`src/rtl/pc_fetch_ctrl.sv`:
```
`default_nettype none
// ============================================================================
// Module   : pc_fetch_ctrl
// Brief    : Owns the architectural PC; fetches words over req/ack and hands
//            each instruction to decode over valid/ready, applying redirects.
// Revision : 1.0
// ============================================================================
module pc_fetch_ctrl #(
  parameter logic [31:0] RESET_PC = 32'h0000_3000
) (
  input  logic        clk,
  input  logic        rst,
  output logic        imem_req,
  output logic [31:0] imem_addr,
  input  logic        imem_ack,
  input  logic [31:0] imem_rdata,
  output logic        if_valid,
  output logic [31:0] if_instr,
  output logic [31:0] if_pc,
  input  logic        id_ready,
  input  logic        redir_valid,
  input  logic [1:0]  redir_op,
  input  logic [25:0] redir_imm,
  input  logic [31:0] redir_pc,
  input  logic [31:0] redir_jraddr,
  output logic        align_err
);

  localparam logic [1:0] S_IDLE  = 2'd0;
  localparam logic [1:0] S_FETCH = 2'd1;
  localparam logic [1:0] S_VALID = 2'd2;
  localparam logic [1:0] S_DROP  = 2'd3;

  localparam logic [1:0] OP_PLUS4  = 2'b00;
  localparam logic [1:0] OP_BRANCH = 2'b01;
  localparam logic [1:0] OP_JUMP   = 2'b10;
  localparam logic [1:0] OP_JR     = 2'b11;

  logic [1:0]  state_q, state_d;
  logic [31:0] pc_q, pc_d;
  logic [31:0] pend_q, pend_d;
  logic [31:0] if_instr_q, if_instr_d;
  logic [31:0] if_pc_q, if_pc_d;
  logic        align_err_q, align_err_d;

  logic [31:0] p4;
  logic [31:0] target;

  always_comb begin
    p4 = redir_pc + 32'd4;
    case (redir_op)
      OP_PLUS4:  target = p4;
      OP_BRANCH: target = p4 + {{14{redir_imm[15]}}, redir_imm[15:0], 2'b00};
      OP_JUMP:   target = {p4[31:28], redir_imm, 2'b00};
      OP_JR:     target = {redir_jraddr[31:2], 2'b00};
      default:   target = p4;
    endcase
  end

  // State register
  always_ff @(posedge clk or posedge rst) begin
    if (rst) begin
      state_q <= S_IDLE;
    end else begin
      state_q <= state_d;
    end
  end

  // Next-state logic
  always_comb begin
    state_d = state_q;
    case (state_q)
      S_IDLE:  state_d = S_FETCH;
      S_FETCH: begin
        if (imem_ack && !redir_valid) begin
          state_d = S_VALID;
        end else if (!imem_ack && redir_valid) begin
          state_d = S_DROP;
        end
      end
      S_DROP: begin
        if (imem_ack) begin
          state_d = S_FETCH;
        end
      end
      S_VALID: begin
        if (redir_valid || id_ready) begin
          state_d = S_FETCH;
        end
      end
      default: state_d = S_IDLE;
    endcase
  end

  // Outputs decoded from state only
  always_comb begin
    imem_req = (state_q == S_FETCH) || (state_q == S_DROP);
    if_valid = (state_q == S_VALID);
  end

  assign imem_addr = pc_q;
  assign if_instr  = if_instr_q;
  assign if_pc     = if_pc_q;
  assign align_err = align_err_q;

  // A redirect arriving with a fetch outstanding must not move imem_addr, so
  // it is parked in pend until the memory acknowledges the stale request.
  always_comb begin
    pc_d       = pc_q;
    pend_d     = pend_q;
    if_instr_d = if_instr_q;
    if_pc_d    = if_pc_q;
    case (state_q)
      S_FETCH: begin
        if (imem_ack && !redir_valid) begin
          if_instr_d = imem_rdata;
          if_pc_d    = pc_q;
        end else if (imem_ack && redir_valid) begin
          pc_d = target;
        end else if (redir_valid) begin
          pend_d = target;
        end
      end
      S_DROP: begin
        if (imem_ack) begin
          pc_d = redir_valid ? target : pend_q;
        end else if (redir_valid) begin
          pend_d = target;
        end
      end
      S_VALID: begin
        if (redir_valid) begin
          pc_d = target;
        end else if (id_ready) begin
          pc_d = pc_q + 32'd4;
        end
      end
      default: ;
    endcase
    align_err_d = align_err_q
                | ((state_q != S_IDLE) && redir_valid && (redir_op == OP_JR)
                   && (redir_jraddr[1:0] != 2'b00));
  end

  always_ff @(posedge clk or posedge rst) begin
    if (rst) begin
      pc_q        <= RESET_PC;
      pend_q      <= 32'd0;
      if_instr_q  <= 32'd0;
      if_pc_q     <= 32'd0;
      align_err_q <= 1'b0;
    end else begin
      pc_q        <= pc_d;
      pend_q      <= pend_d;
      if_instr_q  <= if_instr_d;
      if_pc_q     <= if_pc_d;
      align_err_q <= align_err_d;
    end
  end

endmodule
`default_nettype wire

```
`config.mk`:
```
export PLATFORM = sky130hd
export DESIGN_NAME = pc_fetch_ctrl
export DESIGN_NICKNAME = d
export VERILOG_FILES = /design/src/rtl/pc_fetch_ctrl.sv
export SDC_FILE = /design/constraint.sdc
export NUM_CORES = 1
export LEC_CHECK = 0
export CORE_MARGIN = 2
export CORE_UTILIZATION = 40
export DETAILED_ROUTE_END_ITERATION = 16
export PLACE_DENSITY_LB_ADDON = 0.2
export SYNTH_ARGS = -nofsm -noshare
export SYNTH_HDL_FRONTEND = slang
export SYNTH_SLANG_ARGS = --single-unit
```
`constraint.sdc`:
```
create_clock -name clk -period 4.3 [get_ports clk]
set_input_delay 1.075 -clock clk [delete_from_list [all_inputs] [get_ports clk]]
set_output_delay 1.075 -clock clk [all_outputs]
set_load 0.05 [all_outputs]
```
==> flow_metrics.env, run 1 <==
export IMPL_final_area_um2=13770
export IMPL_cp_start_kind="input pin"
export IMPL_io_pins=228
export IMPL_numCtsBuffers=17
export IMPL_nets=1562
export IMPL_clock_skew_ns=0.008416
export IMPL_holdWs_ns=0.4741
export IMPL_max_clock_freq_ghz=0.2375
export IMPL_syn_avg_cell_area_um2=8.986
export IMPL_yosysMostFrequentCell="nand2_1"
export IMPL_maxCapViolCount=0
export IMPL_dp_final_hpwl_mm=22.03
export IMPL_yosysSeqAreaShare=0.3622
export IMPL_required_ns=4.60
export IMPL_clockBufferDepth=2
export IMPL_gp_congestion=0.8814
export IMPL_fillers=1970
export IMPL_die_area_um2=23860
export IMPL_synthTopCellsByArea="dfrtp_1 36%, mux2_2 8.3%, nand2_1 6.6%, ha_1 5.1%, a21oi_1 4.1%"
export IMPL_num_vias=9145
export IMPL_relSlewSlack=0.3361
export IMPL_firstDrtPassIters=5
export IMPL_synthArstFlopShare=1.000
export IMPL_synth_top_area_frac=0.3564
export IMPL_dominantRegCellSynth="dfrtp_1"
export IMPL_arrival_ns=4.51
export IMPL_tightest_slew_ns=0.9867
export IMPL_grt_max_degree=67
export IMPL_start_util=0.4037
export IMPL_cpPeakStageDelay_ns=0.51
export IMPL_regArea_um2=3282
export IMPL_synthCells=1008
export IMPL_syn2layout_area_growth_pct=52.04
export IMPL_htree_num_levels=4
export IMPL_cts_tree="yes"
export IMPL_yosysTopAreaCell="dfrtp_1"
export IMPL_ir_worst_vdd_mv=0.3079
export IMPL_cts_root_buffer="clkbuf_16"
export IMPL_routed_via_density=5.405
export IMPL_postRouteAntennaNets=0
export IMPL_overflow=0
export IMPL_status="complete, no violations"
export IMPL_coreArea_um2=22430
export IMPL_die_h_um=154.5
export IMPL_place_area_um2=12780
export IMPL_multiInputGateArea_um2=5723
export IMPL_antenna_found_initial=0
export IMPL_cp_common_cell="a21oi_2"
export IMPL_clkTransAtPathRegs_ns=0.06
export IMPL_std_cell_rows=55
export IMPL_synth_seq_cells=131
export IMPL_worstPathMaxFanout=5
export IMPL_synth_edff_count=0
export IMPL_wl_mm=28.84
export IMPL_finalHoldViolCount=0
export IMPL_synth_distinct_cells=64
export IMPL_slew_violations=0
export IMPL_drtIter0Drc=567
export IMPL_setup_worst_path_end_class="register"
export IMPL_port_buffers=227
export IMPL_synth_fp_nets=1175
export IMPL_p_per_area_nw_per_um2=510.7
export IMPL_insertion_delay_ns=0.41
export IMPL_cpMaxStageDelayCell="or4_4"
export IMPL_drive_above_1_share=0.2623
export IMPL_worstSetupPathType="input pin to register"
export IMPL_fp_dieW_um=154.5
export IMPL_grt_pass1_vias=8888
export IMPL_numClockSinks=131
export IMPL_route_detailed_drc=0
export IMPL_diodes=0
export IMPL_ys_top_cells_by_count="159 x nand2_1, 129 x dfrtp_1, 74 x a21oi_1, 74 x o21ai_0, 72 x nor2_1"
export IMPL_wl_per_cell_um=17.04
export IMPL_p_leak_nw=5.933
export IMPL_timing_final_crit_period_ns=4.210
export IMPL_yosys_warnings=0
export IMPL_grtUsageTotal=0.2396
export IMPL_hp_class="register to register"
export IMPL_setup_viol_count_final=0
export IMPL_finalCritPeriodShare=0.9792
export IMPL_grt_pass1_wl_mm=45.65
export IMPL_critical_path_cell_chain="clkdlybuf4s50_1 > and4_4 > nand4_1 > nor3_2 > buf_4 > nand2_2 > xnor2_2 > ha_1 > a21o_1 > a21oi_2 > nor2_2 > or4_4 > a21oi_2 > a311oi_2 > mux2i_1 > a21oi_1 > mux2_4"
export IMPL_synth_area_um2=9057
[path summary, 6_finish.rpt]
path                            cells past startpoint         start       endpoint  slack (ns)
worst max-delay path                               17  redir_pc[15]     pend_q[31]        0.09
worst min-delay path                                2    pend_q[15]     pend_q[15]        0.47
worst max register to register                      8  imem_addr[2]  imem_addr[24]        1.34
worst min register to register                      2    pend_q[15]     pend_q[15]        0.47
max in group asynchronous                           3           rst      if_pc[23]        2.26
min in group asynchronous                           2           rst      if_pc[19]        1.17
[power by group]
part / internal [mW] / switching (mW)
logic: 1.38 / 2.13
registers: 1.66 / 0.360
clock network: 0.967 / 0.542
[cells by family after synthesis]
logic type               share of synthesized area
XOR/XNOR                                   0.06562
AO/OA/AOI/OAI                               0.1727
flip-flops                                  0.3622
adder cells (fa/ha/maj)                    0.05332
AND/OR/NAND/NOR                             0.1770
multiplexers                                0.1350
buffers and inverters                      0.03426
[state kept, by name, summed over array words and instances (netlist names)]
register and cells:
if_instr 32, if_pc 32, imem_addr 32, pend_q 32, state_q 2, align_err 1
[layer usage]
metal  GRT usage  part of all wire  vias to the layer above  wire length [µm]
met5           0                 0                        -                 0
met4     0.07275             0.020                        0               578
li1            -                 -                     4404                 -
met2      0.3884              0.46                      345             13230
met1      0.3286              0.46                     4358             13220
met3     0.04259             0.063                       38              1807
[cell type report]
class / instances / share of cell area
sequential: 131 / 0.2383
timing repair buffer: 417 / 0.2685
clock inverter: 13 / 0.01345
clock buffer: 18 / 0.03116
tap: 285 / 0.02589
multi-input combinational: 803 / 0.4156
inverter: 25 / 0.007087
[layout by cell type, fill, tap and decap left out, types with 5 or more instances in the layout]
master | synthesis | final
nand3_1 | 38 | 37
buf_4 | 0 | 188
mux2i_1 | 16 | 16
o31ai_1 | 12 | 12
o211ai_1 | 9 | 9
o21ai_1 | 0 | 5
o21bai_1 | 5 | 5
and3_1 | 9 | 9
a21o_1 | 11 | 11
and2_1 | 11 | 10
nor2b_1 | 8 | 8
clkdlybuf4s50_1 | 0 | 213
xnor2_2 | 1 | 7
ha_1 | 37 | 32
mux4_2 | 13 | 13
xor2_1 | 24 | 21
mux2_2 | 67 | 67
a21oi_2 | 0 | 10
o21a_1 | 10 | 10
nand4_1 | 13 | 13
and4_1 | 8 | 7
nor2_1 | 72 | 66
a211oi_1 | 7 | 6
nor3_1 | 10 | 7
dlygate4sd2_1 | 0 | 9
dfrtp_1 | 129 | 128
xnor2_1 | 42 | 36
clkbuf_16 | 0 | 17
o221ai_1 | 8 | 7
nand2_1 | 159 | 156
a21oi_1 | 74 | 64
o22ai_1 | 6 | 6
inv_1 | 24 | 22
a31oi_1 | 10 | 9
a22oi_1 | 6 | 6
o21ai_0 | 74 | 68
[metrics by stage]
| stage | worst slack (ns) | power [mW] | setup TNS [ns] | cells | util |
|---|---|---|---|---|---|
| floorplan | 0.01624 | 4.154 | 0 | 1008 | - |
| global placement | -0.6141 | 5.448 | -12.69 | 1641 | 0.5699 |
| detailed placement | -0.6886 | 5.502 | -14.70 | 1641 | 0.5699 |
| CTS | 0.02170 | 7.044 | 0 | 1685 | 0.6041 |
| global route | -0.07191 | 7.382 | -0.1303 | 1692 | 0.6138 |
| finish | 0.08955 | 7.032 | 0 | 1692 | 0.6138 |
[critical path, delay by kind of cell]
family          cells  cell delay [ns]
compound gates      5             0.62
simple gates        6             1.24
xor+xnor            1             0.14
mux                 2             0.47
buf+inv             2             0.62
fa+ha+maj           1             0.33
[timing repair]
item / CTS / global route
gates cloned: 0 / 0
pin swaps: 22 / 23
gates resized for setup: 29 / 44
setup buffers: 13 / 7
hold buffers: 0 / 0
endpoints found under the setup margin: 20 / 18
Power figures use the tool's default switching activity.
==> inputs of run 2 (changes only) <==
CTS_CLUSTER_SIZE = 24   (was default)
==> results of run 2 <==
Same layout as run 1: the final DEF is identical, and so are final timing and power.
